## src/rtl/dst_stream_fifo_if.sv

```systemverilog
// dst_stream_fifo_if
//    Valid/ready word stream carrying a data word and a packet-end flag.
//    master drives valid/data/last and observes ready; slave is the mirror.
//
//    valid  word present on data/last
//    data   DW-bit payload (fp32 bit pattern)
//    last   word ends the packet
//    ready  receiver can take the word this cycle
interface dst_stream_fifo_if #(
   parameter int DW = 32
);
   logic          valid;
   logic [DW-1:0] data;
   logic          last;
   logic          ready;

   modport master (output valid, output data, output last, input ready);
   modport slave  (input valid, input data, input last, output ready);
endinterface

```

## src/rtl/dst_stream_fifo.sv

```systemverilog
// dst_stream_fifo
//    Output-side buffer between the accelerator dst stream and the DMA write
//    master. A first-word-fall-through FIFO absorbs DMA backpressure, and an
//    input-side beat counter checks every packet against the programmed
//    length, forcing a correct last flag toward the DMA.
//
//    clk      clock
//    rst_n    asynchronous active-low reset
//    clr      synchronous flush: empties FIFO, zeroes beat counter, clears len_err
//    len      expected words per packet; 0 disables the length check
//    s        upstream stream (slave side, s.ready = dst_ready)
//    m        downstream stream toward the DMA (master side)
//    count    current occupancy
//    len_err  sticky length-mismatch flag
module dst_stream_fifo #(
   parameter int DW    = 32,
   parameter int DEPTH = 16,
   parameter int LW    = 12
) (
   input  logic                     clk,
   input  logic                     rst_n,
   input  logic                     clr,
   input  logic [LW-1:0]            len,
   dst_stream_fifo_if.slave         s,
   dst_stream_fifo_if.master        m,
   output logic [$clog2(DEPTH):0]   count,
   output logic                     len_err
);

   localparam int AW = $clog2(DEPTH);
   localparam int CW = AW + 1;
   localparam logic [CW-1:0] FULL_C = CW'(DEPTH);

   // Each entry is {last_out, data}.
   logic [DW:0]   mem_r [DEPTH];
   logic [AW-1:0] wptr_r;
   logic [AW-1:0] rptr_r;
   logic [CW-1:0] count_r;
   logic [LW-1:0] beat_r;
   logic          len_err_r;

   logic          full_s;
   logic          empty_s;
   logic          push_s;
   logic          pop_s;
   logic          last_out_s;
   logic          err_s;
   logic [LW-1:0] beat_nxt_s;
   logic [DW:0]   head_s;

   // Status is decoded from the registered count only, so a pop never opens
   // s.ready in the same cycle and an empty FIFO never bypasses s to m.
   assign full_s  = (count_r == FULL_C);
   assign empty_s = (count_r == {CW{1'b0}});
   assign push_s  = s.valid & ~full_s & ~clr;
   assign pop_s   = ~empty_s & m.ready & ~clr;
   assign head_s  = mem_r[rptr_r];

   // Words offered during a flush are accepted and dropped.
   assign s.ready = clr | ~full_s;
   assign m.valid = ~empty_s;
   assign m.data  = head_s[DW-1:0];
   assign m.last  = head_s[DW];
   assign count   = count_r;
   assign len_err = len_err_r;

   // Packet framing for the word being pushed: stored last flag, next beat
   // count and whether this word reveals a length mismatch.
   always_comb begin
      last_out_s = 1'b0;
      err_s      = 1'b0;
      beat_nxt_s = beat_r + LW'(1);
      if (len != {LW{1'b0}}) begin
         if (beat_r == (len - LW'(1))) begin
            // Programmed length reached: close the packet regardless of s.last.
            last_out_s = 1'b1;
            beat_nxt_s = {LW{1'b0}};
            err_s      = ~s.last;
         end else if (s.last) begin
            // Upstream ended early: still pass the end through, flag it.
            last_out_s = 1'b1;
            beat_nxt_s = {LW{1'b0}};
            err_s      = 1'b1;
         end else begin
            last_out_s = 1'b0;
            beat_nxt_s = beat_r + LW'(1);
            err_s      = 1'b0;
         end
      end else begin
         last_out_s = s.last;
         err_s      = 1'b0;
         if (s.last) begin
            beat_nxt_s = {LW{1'b0}};
         end else begin
            beat_nxt_s = beat_r + LW'(1);
         end
      end
   end

   // Storage array; written on push only, left unreset since m.data is
   // don't-care while the FIFO is empty.
   always_ff @(posedge clk) begin
      if (push_s) begin
         mem_r[wptr_r] <= {last_out_s, s.data};
      end
   end

   // Pointers, occupancy, beat counter and sticky error flag.
   always_ff @(posedge clk or negedge rst_n) begin
      if (!rst_n) begin
         wptr_r    <= {AW{1'b0}};
         rptr_r    <= {AW{1'b0}};
         count_r   <= {CW{1'b0}};
         beat_r    <= {LW{1'b0}};
         len_err_r <= 1'b0;
      end else if (clr) begin
         wptr_r    <= {AW{1'b0}};
         rptr_r    <= {AW{1'b0}};
         count_r   <= {CW{1'b0}};
         beat_r    <= {LW{1'b0}};
         len_err_r <= 1'b0;
      end else begin
         if (push_s) begin
            wptr_r    <= wptr_r + AW'(1);
            beat_r    <= beat_nxt_s;
            len_err_r <= len_err_r | err_s;
         end
         if (pop_s) begin
            rptr_r <= rptr_r + AW'(1);
         end
         case ({push_s, pop_s})
            2'b10:   count_r <= count_r + CW'(1);
            2'b01:   count_r <= count_r - CW'(1);
            default: count_r <= count_r;
         endcase
      end
   end

endmodule

```

## src/flat_wrapper.sv

```systemverilog
// flat-port wrapper written by rule: the top's interface ports become plain ports
module dst_stream_fifo_flat 
#(
   parameter int DW    = 32,
   parameter int DEPTH = 16,
   parameter int LW    = 12
)
  (clk, rst_n, clr, len, count, len_err, s_valid, s_data, s_last, s_ready, m_valid, m_data, m_last, m_ready);
  dst_stream_fifo_if #(.DW(DW)) s_i ();
  dst_stream_fifo_if #(.DW(DW)) m_i ();
  input  logic clk;
  input  logic rst_n;
  input  logic clr;
  input  logic [LW-1:0] len;
  output logic [$clog2(DEPTH):0] count;
  output logic len_err;
  input wire logic [$bits(s_i.valid)-1:0] s_valid;
  input wire logic [$bits(s_i.data)-1:0] s_data;
  input wire logic [$bits(s_i.last)-1:0] s_last;
  output wire logic [$bits(s_i.ready)-1:0] s_ready;
  output wire logic [$bits(m_i.valid)-1:0] m_valid;
  output wire logic [$bits(m_i.data)-1:0] m_data;
  output wire logic [$bits(m_i.last)-1:0] m_last;
  input wire logic [$bits(m_i.ready)-1:0] m_ready;
  assign s_i.valid = s_valid;
  assign s_i.data = s_data;
  assign s_i.last = s_last;
  assign s_ready = s_i.ready;
  assign m_valid = m_i.valid;
  assign m_data = m_i.data;
  assign m_last = m_i.last;
  assign m_i.ready = m_ready;
  dst_stream_fifo #(.DW(DW), .DEPTH(DEPTH), .LW(LW)) u_core (.clk(clk), .rst_n(rst_n), .clr(clr), .len(len), .s(s_i), .m(m_i), .count(count), .len_err(len_err));
endmodule
```

## config.mk

```make
export PLATFORM = sky130hd
export DESIGN_NAME = dst_stream_fifo_flat
export DESIGN_NICKNAME = d
export VERILOG_FILES = /design/src/rtl/dst_stream_fifo_if.sv /design/src/rtl/dst_stream_fifo.sv /design/src/flat_wrapper.sv
export SDC_FILE = /design/constraint.sdc
export NUM_CORES = 1
export LEC_CHECK = 0
export ABC_CLOCK_PERIOD_IN_PS = 5000
export BUFFER_PORTS_ARGS = -buffer_cell sky130_fd_sc_hd__buf_2
export CAP_MARGIN = 25
export CORE_ASPECT_RATIO = 2
export CORE_MARGIN = 3
export CORE_UTILIZATION = 40
export CTS_CLUSTER_DIAMETER = 60
export DETAILED_ROUTE_END_ITERATION = 8
export SYNTH_ARGS = -nofsm -noshare
export SYNTH_HDL_FRONTEND = slang
export SYNTH_SLANG_ARGS = --single-unit
```

## constraint.sdc

```tcl
create_clock -name clk -period 5 [get_ports clk]
set_input_delay 0.25 -clock clk [delete_from_list [all_inputs] [get_ports clk]]
set_output_delay 0.25 -clock clk [all_outputs]
set_load 0.01 [all_outputs]
```

==> results of run 1 <==
[worst max-delay path, stage by stage (launching register included)]
cell and delay [ps]:
dfrtp_1 440, nor4_2 600, a21oi_1 380, nor2_1 170
buf_4 230, nand2_1 120, inv_1 120, ha_1 280
nor2b_1 150, o21ai_1 140, nand2b_1 120, or4b_1 470
a21o_1 190, a31oi_1 150
[final cells by class]
| cell class | count | area, sq um | share of cell area (%) |
|---|---|---|---|
| flip-flops and latches | 554 | 16520 | 65.51 |
| inverters | 15 | 56.30 | 0.2233 |
| well taps | 738 | 923.4 | 3.662 |
| diodes | 1 | 2.502 | 0.009925 |
| clock inverters | 24 | 244.0 | 0.9677 |
| multi-input cells | 601 | 5459 | 21.65 |
| repair buffers | 127 | 770.7 | 3.057 |
| clock buffers | 59 | 1241 | 4.923 |
[kinds of logic after synthesis]
family	share of synthesized area [%]
flops	74.28
mux	13.05
compound gates	5.676
simple gates	3.688
buf+inv	1.464
xor+xnor	1.137
fa+ha+maj	0.7095
[stage by stage]
| stage | cell area, sq um | hold slack [ps] | power, W | worst slack [ps] |
|---|---|---|---|---|
| 6_report | 25210 | 53.79 | 0.01089 | 1372 |
| 5_1_grt | 25210 | 43.46 | 0.01132 | 1111 |
| 4_1_cts | 25200 | 19.16 | 0.01103 | 1358 |
| 3_5_place_dp | 23700 | 313.9 | 0.007437 | 1378 |
| 3_3_place_gp | 23660 | 313.1 | 0.007401 | 1583 |
| 2_1_floorplan | 22220 | -45.59 | 0.006849 | 1318 |
[worst min path at each step]
stage	startpoint	end	slack [ps]	cells past startpoint
finish	s_data[7]	u_core.mem_r[2][7]	50	1
global route	s_data[6]	u_core.mem_r[3][6]	40	1
CTS	s_data[27]	u_core.mem_r[2][27]	20	1
detailed placement	rst_n	u_core.count[2]	310	1
global placement	rst_n	u_core.count[2]	310	1
floorplan	rst_n	u_core.beat_r[0]	-50	0
[routing by layer]
metal / GRT usage, % / vias up / part of all wire [%]
met1: 20.09 / 6133 / 39
met4: 5.396 / 2 / 2.5
met5: 0 / - / 0.026
met3: 2.239 / 81 / 3.8
met2: 31.64 / 293 / 55
li1: - / 5147 / -
[what timing repair did]
item                      4_1_cts  5_1_grt
hold buffers                    2        0
hold endpoints to repair       27        0
gates resized for setup         0        0
[registers in the layout, indices dropped and copies added (netlist names)]
| register | count |
|---|---|
| u_core.rptr_r | 4 |
| u_core.wptr_r | 4 |
| u_core.len_err | 1 |
| u_core.beat_r | 12 |
| u_core.count | 5 |
| u_core.mem_r | 528 |
[cell usage after synthesis (all sizes together) (12+ instances only)]
cell / n
buf: 29
edfxtp: 528
a21oi: 47
clkbuf: 35
nand2: 73
nor2: 28
o21ai: 60
mux2i: 113
mux2: 25
a221oi: 33
xor2: 16
inv: 15
xnor2: 12
mux4: 66
a22oi: 33
dfrtp: 26
[power by group]
group,switching (W),internal (W)
clock,0.00159,0.00202
combinational,0.00101,0.000978
sequential,0.000148,0.00516
==> results.txt, run 1 <==
Synth area leader - edfxtp_1
Starting Density - 40.66%
Filler cells - 4624
Detail Route Antenna Nets - 0
Core area - 54650 sq um
Hold/Removal Path Class - input port to flip-flop
Critical Path End - u_core.count[4]
Syn Inst Count - 1234
Slew Limit Headroom - 46.50%
Initial antenna violation count - 1
Die Area - 58590 sq um
DRT iter0 DRCs - 778
Power Dens Cells - 432.1 nW/um^2
Final core occ - 46.13%
Synth area leaders - edfxtp_1 71%, mux4_2 6.7%, mux2i_1 5.1%
Post-DR wirelength/cell - 23.76 microns
Buffers from clock root to sink, at most - 3
Synth top area share - 71.35%
Drt pass-1 iters - 5
Nets@finish - 1408
Max-cap violation count - 0
Fmax - 0.2757 GHz
Lkg Pwr - 8.177 nW
Post-synth EDFFs - 528
Status - completed
Final Max Slew Viols - 0
First-pass GRT wire length - 75630 microns
Vias - 11660
Synth warn - 0
Die X-Extent - 172.7 microns
All-layer global routing usage - 16.92%
I/O Pins - 91
CTS tree - done
CTS Root Cell - clkbuf_16
Row count - 121
Fin crit period - 3628 ps
Via density - 5.501
GRT overflow - 0
RSZ-0062 raised after global routing - false
Seq/Total Area, Yosys - 74.28%
Clock-pin slew on the worst setup and hold paths - 70 ps
Crit path max fanout - 13
Share of cells above drive strength 1 - 22.61%
Worst R2R Start - u_core.count[1]
Avg Cell Area, Syn - 18.01 sq um
DPL Wire Length - 28380 microns
Register-to-register setup slack - 1370 ps
Max Clock Skew - 19.23 ps
RR Endpoint - u_core.count[4]
Final hold vios - 0
Buffers on Ports - 90
Count of unique library cells instantiated by Yosys - 51
Top FF cell, synth - edfxtp_1
TNS Setup - 0 ps
Mapped Nets - 1296
Commonest non-fill, non-tap cell in the layout - edfxtp_1
Largest net degree at the start of global routing - 61
Most frequent cells in the layout - 528 x edfxtp_1, 113 x mux2i_1, 90 x buf_2
Drt drc - 0
Arr. time, crit path - 4110 ps
TritonCTS Buffers - 47
WP data required - 5490 ps
Slew @ Worst Pin - 800.9 ps
Mapped cell area - 22220 sq um
Fin cells - 2119
Die H - 339.3 microns
CP Launch Type - flip-flop
Total wire length - 50350 microns
# Post-CTS Setup Buffers - 0
Reg2reg path depth - 13
Worst setup EP type - flip-flop
Clock Sinks - 554
Critical Path Start - u_core.count[1]
Final Setup Violations - 0
Placed cells - 2032
Synth async-reset ratio - 4.693%
Max VDD drop - 0.2814 mV
Final Cycle Share - 72.55%
Max H-tree Level - 2
Layout area overhead - 13.46%
Global placement routability congestion - 0.7716
CP Class - flip-flop to flip-flop
Vias in the first global route - 12190
Latest clock arrival within the worst-skew pair - 570 ps
Synth Register Bits - 554
(Power assumes the default switching activity.)
==> inputs of run 2 (changes only) <==
--- a/config.mk
+++ b/config.mk
@@ -5,7 +5,8 @@
 export SDC_FILE = /design/constraint.sdc
 export NUM_CORES = 1
 export LEC_CHECK = 0
-export ABC_CLOCK_PERIOD_IN_PS = 5000
+export ABC_AREA = 1
+export ABC_CLOCK_PERIOD_IN_PS = 3340
 export BUFFER_PORTS_ARGS = -buffer_cell sky130_fd_sc_hd__buf_2
 export CAP_MARGIN = 25
 export CORE_ASPECT_RATIO = 2
==> constraint.sdc (replaced) <==
create_clock -name clk -period 3.34 [get_ports clk]
set_input_delay 0.167 -clock clk [delete_from_list [all_inputs] [get_ports clk]]
set_output_delay 0.167 -clock clk [all_outputs]
set_load 0.01 [all_outputs]
==> results.txt, run 2 <==
Final hold vios - 0 (unchanged)
Layout area overhead - 14.92%
Crit path cell chain - nand2_2 > clkinv_1 > buf_4 > nand3_1 > nand4_1 > nand2_1 > buf_2
Commonest non-fill, non-tap cell in the layout - edfxtp_1
Setup slack after layout - 310.8 ps (-1062 ps)
Resize count post-CTS - 0 (unchanged)
Most flop-heavy register - u_core.mem_r
CP Class - flip-flop to primary output
Seq/Total Area, Yosys - 73.76% (-0.52 points)
Synth area leaders - edfxtp_1 71%, nand2_1 5.5%, o21ai_0 3.9%
Mapped Nets - 1834 (+42%)
Count leader, synth - edfxtp_1
List of most frequent post-synthesis cells - 528 x edfxtp_1, 329 x nand2_1, 174 x o21ai_0
Post-DR wirelength/cell - 22.00 microns (-7.4%)
Detail Route Antenna Nets - 0 (unchanged)
Critical Path Start - u_core.rptr_r[2]
Synth async-reset ratio - 4.693% (unchanged)
Largest net degree at the start of global routing - 165 (+170%)
Max stage delay cell, worst path - clkinv_1
Top FF cell, synth - edfxtp_1
Syn Inst Count - 1772 (+44%)
Critical Path Max Stage Delay - 610 ps (about the same)
Max H-tree Level - 2 (unchanged)
Slew Limit Headroom - 41.17% (-5.3 points)
Buffers from clock root to sink, at most - 3 (unchanged)
Die Area - 58990 sq um (+0.68%)
Max-cap violation count - 0 (unchanged)
Latest clock arrival within the worst-skew pair - 580 ps (about the same)
Worst setup EP type - primary output
Buffers on Ports - 90 (unchanged)
Final Max Slew Viols - 0 (unchanged)
Synth warn - 0 (unchanged)
Global placement routability congestion - 0.7791 (+0.97%)
CTS tree - done
Pre-CTS setup slack - 727.1 ps (-650.7 ps)
GRT overflow - 0 (unchanged)
Clock Sinks - 554 (unchanged)
Slew @ Worst Pin - 882.5 ps (+81.64 ps)
Fin crit period - 3029 ps
Synth top area share - 70.85% (-0.50 points)
Lkg Pwr - 8.869 nW (+8.5%)
Final Setup Violations - 0 (unchanged)
RSZ-0062 raised after global routing - false
Starting Density - 40.39% (-0.27 points)
Max VDD drop - 0.4420 mV (+57%)
Worst R2R Start - u_core.count[1]
Fmax - 0.3301 GHz
Max Clock Skew - 16.42 ps (-2.805 ps)
DPL Wire Length - 31670 microns (+12%)
Share of cells above drive strength 1 - 13.01% (-9.6 points)
# Post-CTS Setup Buffers - 0 (unchanged)
Status - completed
Synth Register Bits - 554 (unchanged)
CP bufs+invs - 3 (+1)
Avg Cell Area, Syn - 12.63 sq um (-30%)
HP Start - len[11]
Vias in the first global route - 14820 (+22%)
Die H - 340.5 microns (+0.34%)
Power Dens Cells - 667.0 nW/um^2 (+54%)
Largest register FFs - 528 (unchanged)
Hold/Removal Path Class - input port to flip-flop
CTS Root Cell - clkbuf_16
Total wire length - 58680 microns (+17%)
Core area - 55410 sq um (+1.4%)
Row count - 122 (+0.83%)
Kind of cell adding the most delay to the critical path - buffers and inverters
Initial antenna violation count - 2 (+1)
Total power - 0.01715 W (+57%)
Drt drc - 0 (unchanged)
First-pass GRT wire length - 88470 microns (+17%)
Via density - 5.469 (-0.58%)
Count of unique library cells instantiated by Yosys - 33 (-35%)
Post-synth EDFFs - 528 (unchanged)
All-layer global routing usage - 19.54% (+2.6 points)
CP Launch Type - flip-flop
TritonCTS Buffers - 47 (unchanged)
Synth area leader - edfxtp_1
Drt pass-1 iters - 5 (unchanged)
WP data required - 3170 ps (-2320 ps)
Final Cycle Share - 90.70%
Die X-Extent - 173.3 microns (+0.34%)
I/O Pins - 91 (unchanged)
Nets@finish - 1946 (+38%)
Crit path max fanout - 17 (+4)
Arr. time, crit path - 2860 ps (-1250 ps)
Mapped cell area - 22380 sq um (+0.70%)
DRT iter0 DRCs - 1165 (+50%)
Clock-pin slew on the worst setup and hold paths - 60 ps (about the same)
Vias - 14590 (+25%)
Most frequent cells in the layout - 528 x edfxtp_1, 327 x nand2_1, 174 x o21ai_0
-- run 2: routing by layer --
layer | GRT usage (%) | vias to the layer above | part of all wire [%]
li1 | - | 6707 | -
met1 | 23.64 | 7254 | 39
met2 | 34.99 | 496 | 52
met3 | 2.672 | 129 | 5.3
met4 | 8.153 | 0 | 4.2
met5 | 0 | - | 0
-- run 2: through the flow --
stage                     cells  setup TNS [ps]  hold WS (ps)  util, %  area, sq um
after detailed placement   2543               0         257.9    43.00        23820
after global placement     2543               0         257.9    43.00        23820
after floorplan            1772          -82260        -128.6        -        22390
after global routing       2667               0         84.30    46.41        25720
after CTS                  2665               0         16.54    46.36        25690
final                      2667               0         33.56    46.41        25720
-- run 2: power breakdown --
part	total [W]	internal (W)	switching, W	leakage [nW]
registers	0.00794	0.00781	0.000126	5.10
clock network	0.00545	0.00300	0.00245	0.737
logic	0.00376	0.00112	0.00264	3.03
total	0.0172	0.0119	0.00522	8.87
-- run 2: path summary, 6_finish.rpt --
kind / cells after the start / slack (ps) / end
setup / recovery: 7 / 310 / m_data[13]
hold / removal: 5 / 30 / u_core.len_err
setup reg to reg: 14 / 720 / u_core.count[4]
hold reg to reg: 2 / 490 / u_core.len_err
max in group asynchronous: 2 / 2650 / u_core.rptr_r[0]
min in group asynchronous: 2 / 170 / u_core.beat_r[2]
-- run 2: cell type report --
cell class,count,area [sq um]
timing repair buffer,166,1216
inverter,58,222.7
clock inverter,31,259.0
sequential,554,16510
clock buffer,56,1252
fill,4904,29690
antenna,1,2.502
tap,744,930.9
multi-input combinational,1057,5319
-- run 2: tightest hold or removal path: cells and delay by family --
| kind | cells | cell delay [ps] |
|---|---|---|
| and+or+nand+nor | 3 | 190 |
| buffers and inverters | 2 | 200 |
-- run 2: timing repair --
item / 4_1_cts / 5_1_grt
endpoints found under the setup margin: 0 / 0
endpoints found under the hold margin: 541 / 0
hold buffers: 35 / 0
-- run 2: cells by family (layout without fill, tap and decap cells) --
kind of cell    count (synthesis)  count (layout)  synth area share, %
simple gates                  643             643                11.97
flops                         554             554                73.76
compound gates                387             387                9.997
buf+inv                       161             311                2.980
xor+xnor                       15              15               0.5871
fa+ha+maj                      12              12               0.7045
other cells                     0               1                    0
==> inputs of run 3 (changes only) <==
--- a/config.mk
+++ b/config.mk
@@ -12,6 +12,7 @@
 export CORE_ASPECT_RATIO = 2
 export CORE_MARGIN = 3
 export CORE_UTILIZATION = 40
+export CTS_BUF_LIST = sky130_fd_sc_hd__clkbuf_16
 export CTS_CLUSTER_DIAMETER = 60
 export DETAILED_ROUTE_END_ITERATION = 8
 export SYNTH_ARGS = -nofsm -noshare
==> results.txt, run 3 (synthesis gave the netlist of run 2 again) <==
Status - completed
Lkg Pwr - 8.898 nW (+0.33%)
Power Dens Cells - 666.6 nW/um^2 (about the same)
Die H - 340.5 microns (unchanged)
Kind of cell adding the most delay to the critical path - buffers and inverters
Filler cells - 4904 (unchanged)
Drt pass-1 iters - 5 (unchanged)
Core area - 55410 sq um (unchanged)
Hold Path Sink - u_core.len_err
Detail Route Antenna Nets - 0 (unchanged)
Placed cells - 2543 (unchanged)
Largest register FFs - 528 (unchanged)
Max stage delay cell, worst path - dfrtp_2
Resize count post-CTS - 0 (unchanged)
CTS Root Cell - clkbuf_16
Post-DR wirelength/cell - 22.02 microns (about the same)
Max VDD drop - 0.4447 mV (+0.61%)
TritonCTS Buffers - 47 (unchanged)
Via density - 5.451 (-0.34%)
All-layer global routing usage - 19.54% (unchanged)
Hold Path Depth - 5 (unchanged)
Final Cycle Share - 90.87% (+0.17 points)
Commonest non-fill, non-tap cell in the layout - edfxtp_1
Reg2reg path depth - 14 (unchanged)
Register cell area after layout - 16510 sq um (unchanged)
DPL Wire Length - 31670 microns (unchanged)
Fmax - 0.3295 GHz (-0.19%)
Setup slack after layout - 304.9 ps (-5.845 ps)
Final hold vios - 0 (unchanged)
Latest clock arrival within the worst-skew pair - 580 ps (about the same)
Total wire length - 58720 microns (about the same)
Total power - 0.01714 W (about the same)
Arr. time, crit path - 2870 ps (about the same)
Buffers on Ports - 90 (unchanged)
Worst R2R Start - u_core.count[1]
CP bufs+invs - 2 (-1)
Register-to-register setup slack - 720 ps (about the same)
Sw frac - 30.52% (+0.082 points)
RR Endpoint - u_core.count[4]
Most flop-heavy register - u_core.mem_r
Share of cells above drive strength 1 - 13.01% (unchanged)
Worst hold margin - 33.47 ps (-0.08470 ps)
Net Sw Power - 0.005233 W (+0.21%)
Row count - 122 (unchanged)
Clock-pin slew on the worst setup and hold paths - 70 ps (about the same)
Largest net degree at the start of global routing - 165 (unchanged)
Max H-tree Level - 2 (unchanged)
First-pass GRT wire length - 88470 microns (unchanged)
RSZ-0062 raised after global routing - false
Slew Limit Headroom - 40.42% (-0.74 points)
Area of the multi-input gates - 5319 sq um (unchanged)
Max Clock Skew - 15.31 ps (-1.110 ps)
Crit path cell chain - nand2_2 > buf_4 > a21oi_1 > a221oi_1 > o21ai_1 > nand2_1 > buf_2
WP data required - 3170 ps (about the same)
Final Setup Violations - 0 (unchanged)
CP Launch Type - flip-flop
Final core occ - 46.41% (unchanged)
Initial antenna violation count - 2 (unchanged)
HP Start - len[11]
Layout area overhead - 14.92% (unchanged)
Global placement routability congestion - 0.7791 (unchanged)
Fin crit period - 3035 ps (+5.845 ps)
Hold/Removal Path Class - input port to flip-flop
DRT iter0 DRCs - 1188 (+2.0%)
Sequential Power Share - 46.3% (about the same)
Combinational power share - 22.0% (about the same)
Die X-Extent - 173.3 microns (unchanged)
Starting Density - 40.39% (unchanged)
Buffers from clock root to sink, at most - 3 (unchanged)
# Post-CTS Setup Buffers - 0 (unchanged)
Pre-CTS setup slack - 727.1 ps (unchanged)
Crit path max fanout - 40 (+23)
Clk network pwr share - 31.7% (about the same)
CP Class - flip-flop to primary output
Max-cap violation count - 0 (unchanged)
Vias - 14540 (-0.34%)
Hold buffers post-CTS - 35 (unchanged)
Critical Path Max Stage Delay - 590 ps (-20 ps)
CTS tree - done
Final Max Slew Viols - 0 (unchanged)
I/O Pins - 91 (unchanged)
Fin cells - 2667 (unchanged)
Most frequent cells in the layout - 528 x edfxtp_1, 327 x nand2_1, 174 x o21ai_0
Drt drc - 0 (unchanged)
GRT overflow - 0 (unchanged)
Slew @ Worst Pin - 893.7 ps (+11.16 ps)
Worst setup EP type - primary output
Nets@finish - 1946 (unchanged)
Clock Sinks - 554 (unchanged)
Int Power - 0.01191 W (-0.18%)
Vias in the first global route - 14820 (unchanged)
Die Area - 58990 sq um (unchanged)
==> run 3: worst register-to-register path: cells and delay by family, from the launching register on <==
kind / cells / cell delay (ps)
AOI/OAI and AO/OA: 2 / 270
xor gates and xnor gates: 1 / 170
adders and majority gates: 1 / 330
buffers and inverters: 2 / 140
DFF: 1 / 430
and+or+nand+nor: 8 / 1170
==> run 3: final cells by class <==
class                   instances  share of cell area (%)
flip-flops and latches        554                   64.21
diodes                          1                0.009731
multi-input cells            1057                   20.68
well taps                     744                   3.620
repair buffers                166                   4.729
clock inverters                38                   1.109
clock buffers                  49                   4.768
inverters                      58                  0.8661
==> run 3: power groups by stage <==
stage	registers, W	logic (W)	clock network [W]
floorplan	0.00806	0.00236	0
global route	0.00796	0.00420	0.00579
detailed placement	0.00809	0.00374	0
CTS	0.00794	0.00379	0.00553
global placement	0.00808	0.00368	0
finish	0.00794	0.00376	0.00544
==> run 3: stage by stage <==
| step | cell area, sq um | setup TNS (ps) |
|---|---|---|
| after floorplan | 22390 | -82260 |
| after CTS | 25690 | 0 |
| after global routing | 25720 | 0 |
| after detailed placement | 23820 | 0 |
| after global placement | 23820 | 0 |
| final | 25720 | 0 |
==> run 3: metal layers <==
layer  vias up  share of wire (%)  global-route usage, %
met1      7240                 39                  23.64
met5         -                  0                      0
met2       468                 52                  34.99
met3       126                5.3                  2.672
met4         0                4.1                  8.153
li1       6703                  -                      -
==> run 3: worst max-delay path by stage <==
stage	cells past startpoint	start	endpoint	slack, ps
2_1_floorplan	6	u_core.count[0]	u_core.mem_r[11][0]	-320
3_3_place_gp	14	u_core.count[1]	u_core.count[4]	750
3_5_place_dp	14	u_core.count[1]	u_core.count[4]	730
4_1_cts	7	u_core.rptr_r[2]	m_data[13]	190
5_1_grt	8	u_core.rptr_r[1]	m_data[9]	120
6_report	7	u_core.rptr_r[2]	m_data[14]	300
